[src/rtl/aes_inv_stream_arb_if.sv]
// ---------------------------------------------------------------------------
// aes_inv_stream_arb_if
// Bundles every stream/handshake signal around the inverse-cipher arbiter.
//   s0_*/s1_*      : ciphertext request streams (requester -> arbiter)
//   core_in_*      : arbitrated beat stream (arbiter -> cipher core)
//   core_out_*     : plaintext stream (cipher core -> arbiter)
//   m0_*/m1_*      : routed plaintext return streams (arbiter -> requester)
//   round_keys_valid : key expansion complete
//   grant          : one-hot current owner, route_err : sticky underrun flag
// Modport "master" is the arbiter's view; "slave" is the surrounding system.
// ---------------------------------------------------------------------------
interface aes_inv_stream_arb_if #(
    parameter int TDATA_WIDTH = 128
);
    logic [TDATA_WIDTH-1:0] s0_tdata;
    logic                   s0_tvalid;
    logic                   s0_tlast;
    logic                   s0_tready;
    logic [TDATA_WIDTH-1:0] s1_tdata;
    logic                   s1_tvalid;
    logic                   s1_tlast;
    logic                   s1_tready;
    logic                   round_keys_valid;
    logic [TDATA_WIDTH-1:0] core_in_tdata;
    logic                   core_in_tvalid;
    logic                   core_in_tlast;
    logic                   core_in_tready;
    logic [TDATA_WIDTH-1:0] core_out_tdata;
    logic                   core_out_tvalid;
    logic                   core_out_tlast;
    logic                   core_out_tready;
    logic [TDATA_WIDTH-1:0] m0_tdata;
    logic                   m0_tvalid;
    logic                   m0_tlast;
    logic                   m0_tready;
    logic [TDATA_WIDTH-1:0] m1_tdata;
    logic                   m1_tvalid;
    logic                   m1_tlast;
    logic                   m1_tready;
    logic [1:0]             grant;
    logic                   route_err;

    modport master (
        input  s0_tdata, s0_tvalid, s0_tlast,
        input  s1_tdata, s1_tvalid, s1_tlast,
        input  round_keys_valid, core_in_tready,
        input  core_out_tdata, core_out_tvalid, core_out_tlast,
        input  m0_tready, m1_tready,
        output s0_tready, s1_tready,
        output core_in_tdata, core_in_tvalid, core_in_tlast,
        output core_out_tready,
        output m0_tdata, m0_tvalid, m0_tlast,
        output m1_tdata, m1_tvalid, m1_tlast,
        output grant, route_err
    );

    modport slave (
        output s0_tdata, s0_tvalid, s0_tlast,
        output s1_tdata, s1_tvalid, s1_tlast,
        output round_keys_valid, core_in_tready,
        output core_out_tdata, core_out_tvalid, core_out_tlast,
        output m0_tready, m1_tready,
        input  s0_tready, s1_tready,
        input  core_in_tdata, core_in_tvalid, core_in_tlast,
        input  core_out_tready,
        input  m0_tdata, m0_tvalid, m0_tlast,
        input  m1_tdata, m1_tvalid, m1_tlast,
        input  grant, route_err
    );
endinterface

[src/rtl/aes_inv_stream_arb.sv]
// ---------------------------------------------------------------------------
// aes_inv_stream_arb
// Shares one inverse-cipher core between two requesters. Whole packets are
// granted round-robin; every beat sent to the core records its source ID in
// a FIFO so the core's output beats are steered back to the right requester.
// Ports:
//   clk    : single rising-edge clock
//   resetn : synchronous active-low reset
//   bus    : aes_inv_stream_arb_if.master (all stream signals, grant,
//            route_err)
// ---------------------------------------------------------------------------
module aes_inv_stream_arb #(
    parameter int TDATA_WIDTH = 128,
    parameter int ID_DEPTH    = 16
) (
    input  logic                       clk,
    input  logic                       resetn,
    aes_inv_stream_arb_if.master       bus
);
    localparam int AW = $clog2(ID_DEPTH);

    // State encoding doubles as the one-hot grant vector.
    typedef enum logic [1:0] {
        ST_IDLE   = 2'b00,
        ST_GRANT0 = 2'b01,
        ST_GRANT1 = 2'b10
    } state_t;

    state_t                 r_state;
    state_t                 w_state_next;
    logic                   r_last_grant;
    logic                   w_last_grant_next;
    logic                   r_route_err;

    logic                   r_id_mem [ID_DEPTH];
    logic [AW-1:0]          r_wr_ptr;
    logic [AW-1:0]          r_rd_ptr;
    logic [AW:0]            r_count;

    logic                   w_full;
    logic                   w_empty;
    logic                   w_gate;
    logic                   w_src;
    logic                   w_sel_tvalid;
    logic                   w_sel_tlast;
    logic [TDATA_WIDTH-1:0] w_sel_tdata;
    logic                   w_in_tvalid;
    logic                   w_push;
    logic                   w_pop;
    logic                   w_head;
    logic                   w_s0_tready;
    logic                   w_s1_tready;
    logic                   w_out_tready;
    logic                   w_m0_tvalid;
    logic                   w_m1_tvalid;

    assign w_full  = (r_count == (AW+1)'(ID_DEPTH));
    assign w_empty = (r_count == '0);
    // Keys missing or no room for another ID: stall the input side entirely.
    assign w_gate  = bus.round_keys_valid & ~w_full;

    assign w_src        = (r_state == ST_GRANT1);
    assign w_sel_tvalid = w_src ? bus.s1_tvalid : bus.s0_tvalid;
    assign w_sel_tlast  = w_src ? bus.s1_tlast  : bus.s0_tlast;
    assign w_sel_tdata  = w_src ? bus.s1_tdata  : bus.s0_tdata;
    assign w_push       = w_in_tvalid & bus.core_in_tready;

    // ---------------- FSM: state register ----------------
    always_ff @(posedge clk) begin
        if (!resetn) begin
            r_state      <= ST_IDLE;
            r_last_grant <= 1'b1;   // s0 wins the first tie
        end else begin
            r_state      <= w_state_next;
            r_last_grant <= w_last_grant_next;
        end
    end

    // ---------------- FSM: next state ----------------
    always_comb begin
        w_state_next      = r_state;
        w_last_grant_next = r_last_grant;
        case (r_state)
            ST_IDLE: begin
                if (w_gate) begin
                    if (bus.s0_tvalid && bus.s1_tvalid)
                        w_state_next = r_last_grant ? ST_GRANT0 : ST_GRANT1;
                    else if (bus.s0_tvalid)
                        w_state_next = ST_GRANT0;
                    else if (bus.s1_tvalid)
                        w_state_next = ST_GRANT1;
                end
            end
            ST_GRANT0, ST_GRANT1: begin
                // Release only after the packet's last beat is accepted.
                if (w_push && w_sel_tlast) begin
                    w_state_next      = ST_IDLE;
                    w_last_grant_next = w_src;
                end
            end
            default: w_state_next = ST_IDLE;
        endcase
    end

    // ---------------- FSM: outputs ----------------
    always_comb begin
        w_in_tvalid = 1'b0;
        w_s0_tready = 1'b0;
        w_s1_tready = 1'b0;
        case (r_state)
            ST_GRANT0: begin
                w_in_tvalid = bus.s0_tvalid & w_gate;
                w_s0_tready = bus.core_in_tready & w_gate;
            end
            ST_GRANT1: begin
                w_in_tvalid = bus.s1_tvalid & w_gate;
                w_s1_tready = bus.core_in_tready & w_gate;
            end
            default: ;
        endcase
    end

    assign bus.core_in_tdata  = w_sel_tdata;
    assign bus.core_in_tlast  = w_sel_tlast;
    assign bus.core_in_tvalid = w_in_tvalid;
    assign bus.s0_tready      = w_s0_tready;
    assign bus.s1_tready      = w_s1_tready;
    assign bus.grant          = r_state;

    // ---------------- Source-ID FIFO ----------------
    // Storage is unreset; only pointers/occupancy define validity. The head is
    // read asynchronously so the return path adds no latency.
    always_ff @(posedge clk) begin
        if (w_push)
            r_id_mem[r_wr_ptr] <= w_src;
    end

    assign w_head = r_id_mem[r_rd_ptr];

    always_ff @(posedge clk) begin
        if (!resetn) begin
            r_wr_ptr <= '0;
            r_rd_ptr <= '0;
            r_count  <= '0;
        end else begin
            if (w_push)
                r_wr_ptr <= r_wr_ptr + 1'b1;
            if (w_pop)
                r_rd_ptr <= r_rd_ptr + 1'b1;
            case ({w_push, w_pop})
                2'b10:   r_count <= r_count + 1'b1;
                2'b01:   r_count <= r_count - 1'b1;
                default: r_count <= r_count;
            endcase
        end
    end

    // ---------------- Return routing ----------------
    always_comb begin
        w_m0_tvalid  = 1'b0;
        w_m1_tvalid  = 1'b0;
        w_out_tready = 1'b1;    // underrun: swallow the stray beat
        if (!w_empty) begin
            w_out_tready = w_head ? bus.m1_tready : bus.m0_tready;
            w_m0_tvalid  = bus.core_out_tvalid & ~w_head;
            w_m1_tvalid  = bus.core_out_tvalid & w_head;
        end
    end

    assign w_pop = ~w_empty & bus.core_out_tvalid & w_out_tready;

    assign bus.core_out_tready = w_out_tready;
    assign bus.m0_tdata        = bus.core_out_tdata;
    assign bus.m0_tlast        = bus.core_out_tlast;
    assign bus.m0_tvalid       = w_m0_tvalid;
    assign bus.m1_tdata        = bus.core_out_tdata;
    assign bus.m1_tlast        = bus.core_out_tlast;
    assign bus.m1_tvalid       = w_m1_tvalid;

    always_ff @(posedge clk) begin
        if (!resetn)
            r_route_err <= 1'b0;
        else if (bus.core_out_tvalid && w_empty)
            r_route_err <= 1'b1;
    end

    assign bus.route_err = r_route_err;

endmodule

[src/flat_wrapper.sv]
// flat-port wrapper written by rule: the top's interface ports become plain ports
module aes_inv_stream_arb_flat 
#(
    parameter int TDATA_WIDTH = 128,
    parameter int ID_DEPTH    = 16
)
  (clk, resetn, bus_s0_tdata, bus_s0_tvalid, bus_s0_tlast, bus_s1_tdata, bus_s1_tvalid, bus_s1_tlast, bus_round_keys_valid, bus_core_in_tready, bus_core_out_tdata, bus_core_out_tvalid, bus_core_out_tlast, bus_m0_tready, bus_m1_tready, bus_s0_tready, bus_s1_tready, bus_core_in_tdata, bus_core_in_tvalid, bus_core_in_tlast, bus_core_out_tready, bus_m0_tdata, bus_m0_tvalid, bus_m0_tlast, bus_m1_tdata, bus_m1_tvalid, bus_m1_tlast, bus_grant, bus_route_err);
  aes_inv_stream_arb_if #(.TDATA_WIDTH(TDATA_WIDTH)) bus_i ();
  input  logic clk;
  input  logic resetn;
  input wire logic [$bits(bus_i.s0_tdata)-1:0] bus_s0_tdata;
  input wire logic [$bits(bus_i.s0_tvalid)-1:0] bus_s0_tvalid;
  input wire logic [$bits(bus_i.s0_tlast)-1:0] bus_s0_tlast;
  input wire logic [$bits(bus_i.s1_tdata)-1:0] bus_s1_tdata;
  input wire logic [$bits(bus_i.s1_tvalid)-1:0] bus_s1_tvalid;
  input wire logic [$bits(bus_i.s1_tlast)-1:0] bus_s1_tlast;
  input wire logic [$bits(bus_i.round_keys_valid)-1:0] bus_round_keys_valid;
  input wire logic [$bits(bus_i.core_in_tready)-1:0] bus_core_in_tready;
  input wire logic [$bits(bus_i.core_out_tdata)-1:0] bus_core_out_tdata;
  input wire logic [$bits(bus_i.core_out_tvalid)-1:0] bus_core_out_tvalid;
  input wire logic [$bits(bus_i.core_out_tlast)-1:0] bus_core_out_tlast;
  input wire logic [$bits(bus_i.m0_tready)-1:0] bus_m0_tready;
  input wire logic [$bits(bus_i.m1_tready)-1:0] bus_m1_tready;
  output wire logic [$bits(bus_i.s0_tready)-1:0] bus_s0_tready;
  output wire logic [$bits(bus_i.s1_tready)-1:0] bus_s1_tready;
  output wire logic [$bits(bus_i.core_in_tdata)-1:0] bus_core_in_tdata;
  output wire logic [$bits(bus_i.core_in_tvalid)-1:0] bus_core_in_tvalid;
  output wire logic [$bits(bus_i.core_in_tlast)-1:0] bus_core_in_tlast;
  output wire logic [$bits(bus_i.core_out_tready)-1:0] bus_core_out_tready;
  output wire logic [$bits(bus_i.m0_tdata)-1:0] bus_m0_tdata;
  output wire logic [$bits(bus_i.m0_tvalid)-1:0] bus_m0_tvalid;
  output wire logic [$bits(bus_i.m0_tlast)-1:0] bus_m0_tlast;
  output wire logic [$bits(bus_i.m1_tdata)-1:0] bus_m1_tdata;
  output wire logic [$bits(bus_i.m1_tvalid)-1:0] bus_m1_tvalid;
  output wire logic [$bits(bus_i.m1_tlast)-1:0] bus_m1_tlast;
  output wire logic [$bits(bus_i.grant)-1:0] bus_grant;
  output wire logic [$bits(bus_i.route_err)-1:0] bus_route_err;
  assign bus_i.s0_tdata = bus_s0_tdata;
  assign bus_i.s0_tvalid = bus_s0_tvalid;
  assign bus_i.s0_tlast = bus_s0_tlast;
  assign bus_i.s1_tdata = bus_s1_tdata;
  assign bus_i.s1_tvalid = bus_s1_tvalid;
  assign bus_i.s1_tlast = bus_s1_tlast;
  assign bus_i.round_keys_valid = bus_round_keys_valid;
  assign bus_i.core_in_tready = bus_core_in_tready;
  assign bus_i.core_out_tdata = bus_core_out_tdata;
  assign bus_i.core_out_tvalid = bus_core_out_tvalid;
  assign bus_i.core_out_tlast = bus_core_out_tlast;
  assign bus_i.m0_tready = bus_m0_tready;
  assign bus_i.m1_tready = bus_m1_tready;
  assign bus_s0_tready = bus_i.s0_tready;
  assign bus_s1_tready = bus_i.s1_tready;
  assign bus_core_in_tdata = bus_i.core_in_tdata;
  assign bus_core_in_tvalid = bus_i.core_in_tvalid;
  assign bus_core_in_tlast = bus_i.core_in_tlast;
  assign bus_core_out_tready = bus_i.core_out_tready;
  assign bus_m0_tdata = bus_i.m0_tdata;
  assign bus_m0_tvalid = bus_i.m0_tvalid;
  assign bus_m0_tlast = bus_i.m0_tlast;
  assign bus_m1_tdata = bus_i.m1_tdata;
  assign bus_m1_tvalid = bus_i.m1_tvalid;
  assign bus_m1_tlast = bus_i.m1_tlast;
  assign bus_grant = bus_i.grant;
  assign bus_route_err = bus_i.route_err;
  aes_inv_stream_arb #(.TDATA_WIDTH(TDATA_WIDTH), .ID_DEPTH(ID_DEPTH)) u_core (.clk(clk), .resetn(resetn), .bus(bus_i));
endmodule
[config.mk]
export PLATFORM = sky130hd
export DESIGN_NAME = aes_inv_stream_arb_flat
export DESIGN_NICKNAME = d
export VERILOG_FILES = /design/src/rtl/aes_inv_stream_arb_if.sv /design/src/rtl/aes_inv_stream_arb.sv /design/src/flat_wrapper.sv
export SDC_FILE = /design/constraint.sdc
export NUM_CORES = 1
export LEC_CHECK = 0
export ABC_AREA = 1
export BUFFER_PORTS_ARGS = -buffer_cell sky130_fd_sc_hd__buf_4
export CORE_AREA = 5 5 303 305
export DETAILED_ROUTE_END_ITERATION = 8
export DIE_AREA = 0 0 308 310
export SETUP_SLACK_MARGIN = 0.15
export SYNTH_ARGS = -nofsm -noshare
export SYNTH_HDL_FRONTEND = slang
export SYNTH_SLANG_ARGS = --single-unit
[constraint.sdc]
create_clock -name clk -period 3.23 [get_ports clk]
set_input_delay 0.323 -clock clk [delete_from_list [all_inputs] [get_ports clk]]
set_output_delay 0.323 -clock clk [all_outputs]
set_load 0.05 [all_outputs]
==> results of run 1 <==
==> cell usage after synthesis (2+ instances only) <==
master	instances
nand2_1	429
buf_4	258
nor2_1	36
inv_1	28
clkbuf_1	26
dfxtp_1	21
edfxtp_1	16
nand3_1	13
ha_1	11
a21oi_1	10
o21ai_1	7
inv_2	6
nand3_2	6
o21ai_0	6
nand2_2	5
xor2_1	5
buf_1	3
nand2_4	3
nor2_2	3
buf_2	2
nand3_4	2
xnor2_1	2
==> where the power goes <==
part           internal [µW]  switching, µW  leakage [µW]  total (µW)
combinational           1320           3490       0.00367        4810
clock                    365            200     0.0000801         565
sequential               574           90.2      0.000318         664
total                   2260           3780       0.00407        6040
==> worst paths after layout <==
check / start / endpoint / depth (start not counted)
worst max register to register: u_core.bus.grant[1] / u_core.r_count[4] / 14
worst max-delay path: u_core.bus.grant[1] / u_core.r_count[4] / 14
worst min-delay path: bus_core_out_tvalid / u_core.bus.route_err / 3
worst min register to register: u_core.bus.route_err / u_core.bus.route_err / 2
==> metal layers <==
metal	track usage	part of all wire	vias to the layer above
met1	0.102	0.34	2576
met2	0.155	0.43	592
li1	-	-	2761
met5	0.00495	0.0027	-
met4	0.00952	0.017	12
met3	0.0862	0.21	116
==> through the flow <==
stage                     hold slack (ps)  utilization  instance area [µm²]  power, µW  setup slack, ps
after global placement                479       0.0902                 8040       5540              592
after CTS                             285       0.0922                 8210       6160              334
after detailed placement              459       0.0902                 8040       5570              451
final                                 284       0.0926                 8240       6040              445
after global routing                  330       0.0923                 8220       6460              196
after floorplan                       441            -                 5530       4560              158
==> cells by family after synthesis <==
logic type | after synthesis
AOI/OAI and AO/OA | 29
DFF | 37
buffers and inverters | 327
adders and majority gates | 11
and+or+nand+nor | 501
xor gates and xnor gates | 7
==> worst reg2reg max path: stages (launching register included) <==
cell      delay [ps]
dfxtp_1          410
inv_1             90
ha_1             360
o211ai_2         190
nor2_8           220
inv_2            110
ha_1             290
xor2_2           190
ha_1             210
a21o_1           170
nand2_1           60
o21ai_1           70
xor2_1           130
nand2_1           80
a21oi_1          140
==> area by class of cell <==
| class | count | area, µm² | area share |
|---|---|---|---|
| Antenna cell | 11 | 27.5 | 0.00334 |
| Tap cell | 1176 | 1470 | 0.178 |
| Inverter | 37 | 154 | 0.0187 |
| Timing Repair Buffer | 407 | 3080 | 0.374 |
| Sequential cell | 37 | 902 | 0.109 |
| Clock inverter | 3 | 46.3 | 0.00562 |
| Clock buffer | 5 | 125 | 0.0152 |
| Multi-Input combinational cell | 548 | 2440 | 0.296 |
==> timing repair <==
action | CTS | global route
setup endpoints to repair | 0 | 1
hold endpoints to repair | 0 | 0
resized for setup | 0 | 2
==> impl_metrics.tcl, run 1 <==
set metrics [dict create \
    status "finished, final reports clean" \
    ant_nets 0 \
    synth-compound-area-share 0.0330 \
    final_cell_mix "429 x nand2_1, 405 x buf_4, 36 x nor2_1" \
    fillers 10500 \
    clockBufferDepth 2 \
    via_count 6057 \
    cts_tree "done" \
    synthCells 912 \
    postSynth.asyncResetShare 0 \
    grt_pass1_vias 5965 \
    hold_violations 0 \
    critPathCaptureType "register" \
    die_x_um 308 \
    fp.dieH_um 310 \
    num_rows 110 \
    critical-path-max-stage-delay_ps 410 \
    wl_per_cell_um 22.6 \
    worst_path_dominant_cell_family "adder cells" \
    cts_htree_levels 2 \
    synth-seq-cells 37 \
    start_util 0.0621 \
    cts_sinks 37 \
    fin_nets 1443 \
    grt_usage 0.0979 \
    clk_latency_ps 290 \
    syn_nets 1319 \
    cp_data_arrival_time_ps 2990 \
    routed_via_density 2.72 \
    synthMuxAreaShare 0 \
    grt-ovfl-total 0 \
    synth-simple-area-share 0.368 \
    drc_errors 0 \
    fin_cells 2224 \
    crit_path_max_fanout 8 \
    ys_warn_count 0 \
    maxSlewViolCount 0 \
    crit_buf_inv 2 \
    synth_area_leaders "buf_4 35%, nand2_1 29%, edfxtp_1 8.7%" \
    grt_max_degree 135 \
    cts_hold_buffers 0 \
    yosysSeqAreaShare 0.163 \
    worst_path_most_repeated_cell "ha_1" \
    synth_top_family_by_area "buffers and inverters" \
    synth_xor_area_frac 0.0111 \
    startpoint_type "register" \
    synth_edf_count 16 \
    area_growth_pct 49.0 \
    setup_viol 0 \
    reg2reg_slack_ps 450 \
    layout-drive-gt1-share 0.434 \
    worst_slew_pin_slew_ps 930 \
    worstPathRequired_ps 3440 \
    fmax_mhz 359 \
    hpwl_mm 45.5 \
    ios 792 \
    yosysTopAreaCell "buf_4" \
    drt_pass1_iterations 4 \
    final_common_cell "nand2_1" \
    maxSlewHeadroom 0.380 \
    fp.coreArea_mm2 0.0890 \
    rsz0062_at_grt "no" \
    maxCapViolations 0 \
    period_minus_slack_ps 2780 \
    drt_wl_total_mm 50.3 \
    synthesis.area_mm2 0.00553 \
    fin_tns_setup_ps 0 \
    cts.clk_slew.worst_paths_ps 60 \
    yosysTopAreaCellShare 0.350 \
    gp_congestion 0.835 \
    hp-class "input pin to register" \
    antenna_found_initial 49 \
    cts_setup_buffers 0 \
    worstSetupPathType "register to register" \
    grt_pass1_wl_mm 60.6 \
    dieArea_mm2 0.0955 \
    syn_avg_cell_area_um2 6.07 \
    skew_ps 11.4 \
    io_buffer_count 404 \
    crit_slowest_cell "dfxtp_1" \
    drt_iter0_markers 286 \
    powerDensity_mw_per_mm2 732 \
    critical_path.cell_chain "inv_1 -> ha_1 -> o211ai_2 -> nor2_8 -> inv_2 -> ha_1 -> xor2_2 -> ha_1 -> a21o_1 -> nand2_1 -> o21ai_1 -> xor2_1 -> nand2_1 -> a21oi_1" \
    p_leak_uw 0.00407 \
    peakVddDrop_mv 1.03 \
    synth-adder-area-share 0.0249 \
    clockRootBuffer "clkbuf_16" \
    numCtsBuffers 5 \
    dpl.cell_count 2205 \
    synth_flop_cell "dfxtp_1" \
    ys_types 36 \
    period_share 0.862 \
]
Power figures use the tool's default switching activity.
==> inputs of run 2 (changes only) <==
--- a/config.mk
+++ b/config.mk
@@ -10,6 +10,7 @@
 export CORE_AREA = 5 5 303 305
 export DETAILED_ROUTE_END_ITERATION = 8
 export DIE_AREA = 0 0 308 310
+export PLACE_DENSITY = 0.3
 export SETUP_SLACK_MARGIN = 0.15
 export SYNTH_ARGS = -nofsm -noshare
 export SYNTH_HDL_FRONTEND = slang
==> impl_metrics.tcl, run 2 (synthesized netlist as in run 1, its figures left out) <==
set metrics [dict create \
    status "finished, final reports clean" \
    p_leak_uw 0.00410 \
    die_x_um 308 \
    maxSlewHeadroom 0.594 \
    worstSetupPathType "register to register" \
    grt_usage 0.0793 \
    grt-ovfl-total 0 \
    via_count 5880 \
    startpoint_type "register" \
    fin_ws_ps 431 \
    drt_iter0_markers 264 \
    crit_path_max_fanout 17 \
    r2r_start "u_core.bus.grant[0]" \
    startpoint "u_core.bus.grant[0]" \
    postPlaceCellArea_mm2 0.00807 \
    fp.coreArea_mm2 0.0890 \
    layout-drive-gt1-share 0.435 \
    dp_slack_ps 415 \
    min_from "bus_core_out_tvalid" \
    cts_tree "done" \
    skew_ps 4.37 \
    cts_htree_levels 2 \
    final_cell_mix "429 x nand2_1, 409 x buf_4, 36 x nor2_1" \
    hold_violations 0 \
    cp_data_arrival_time_ps 3010 \
    clockRootBuffer "clkbuf_16" \
    grt_pass1_vias 6283 \
    peakVddDrop_mv 0.406 \
    crit_slowest_cell "dfxtp_1" \
    numCtsBuffers 5 \
    final_common_cell "nand2_1" \
    design_area_mm2 0.00829 \
    powerDensity_mw_per_mm2 736 \
    grt_pass1_wl_mm 52.5 \
    fin_util 0.0931 \
    fmax_mhz 357 \
    area_growth_pct 49.7 \
    worstPathRequired_ps 3450 \
    hpwl_mm 36.5 \
    cts_sinks 37 \
    cts.clk_slew.worst_paths_ps 60 \
    critical_path.cell_chain "inv_1 -> ha_4 -> o211ai_2 -> nor2_8 -> inv_2 -> ha_1 -> xor2_1 -> ha_1 -> a21o_1 -> nand2_1 -> o21ai_1 -> xor2_1 -> nand2_1 -> a21oi_1" \
    grt_max_degree 81 \
    start_util 0.0621 \
    cts_hold_buffers 0 \
    critical-path-max-stage-delay_ps 390 \
    wl_per_cell_um 18.4 \
    ant_nets 0 \
    num_rows 110 \
    worst_slew_pin_slew_ps 609 \
    critPathCaptureType "register" \
    io_buffer_count 404 \
    clk_latency_ps 290 \
    maxSlewViolCount 0 \
    dieArea_mm2 0.0955 \
    drt_wl_total_mm 40.9 \
    period_minus_slack_ps 2800 \
    drc_errors 0 \
    rsz0062_at_grt "no" \
    maxCapViolations 0 \
    antenna_found_initial 21 \
    r2r.worst_path.cells 14 \
    fp.dieH_um 310 \
    period_share 0.867 \
    ios 792 \
    drt_pass1_iterations 4 \
    worst_hold_slack_ps 295 \
    clockBufferDepth 2 \
    fin_tns_setup_ps 0 \
    fin_nets 1447 \
    min_delay_path_depth 3 \
    hp-class "input pin to register" \
    setup_viol 0 \
    gp_congestion 0.824 \
    routed_via_density 2.64 \
]
-- run 2: per-stage QoR --
| step | instances | power (µW) |
|---|---|---|
| 3_3_place_gp | 2209 | 5590 |
| 4_1_cts | 2217 | 6250 |
| 2_1_floorplan | 912 | 4560 |
| 5_1_grt | 2221 | 6530 |
| 3_5_place_dp | 2209 | 5570 |
| 6_report | 2227 | 6100 |
-- run 2: worst paths after layout --
path / slack (ps) / endpoint
max: 430 / u_core.r_count[4]
max reg2reg: 430 / u_core.r_count[4]
min reg2reg: 470 / u_core.r_last_grant
min: 290 / u_core.bus.route_err
-- run 2: worst max-delay path, delay by kind of cell, from the launching register on --
family	cells	cell delay (ps)
xor+xnor	2	390
simple gates	3	230
fa+ha+maj	3	760
flops	1	390
compound gates	4	730
buf+inv	2	240
-- run 2: metal layers --
layer  vias up  part of all wire  GRT usage
li1       2772                 -          -
met1      2444              0.38     0.0862
met2       566              0.41      0.113
met3        84              0.18     0.0700
met4        14             0.023     0.0246
met5         -            0.0033    0.00445
-- run 2: power by group --
part	internal, µW	switching [µW]	total, µW
Clock	445	211	656
Combinational	1340	3440	4780
Sequential	574	89.5	663
-- run 2: cell type report --
cell class	instances	area [µm²]
clock inverters	3	68.8
diodes	10	25.0
clock buffers	5	125
well taps	1176	1470
multi-input cells	548	2430
fillers	10500	80800
flip-flops and latches	37	902
inverters	37	154
repair buffers	411	3110
-- run 2: repair_timing --
action,4_1_cts,5_1_grt
endpoints found under the setup margin,0,1
resized for setup,0,1
setup buffers,0,0
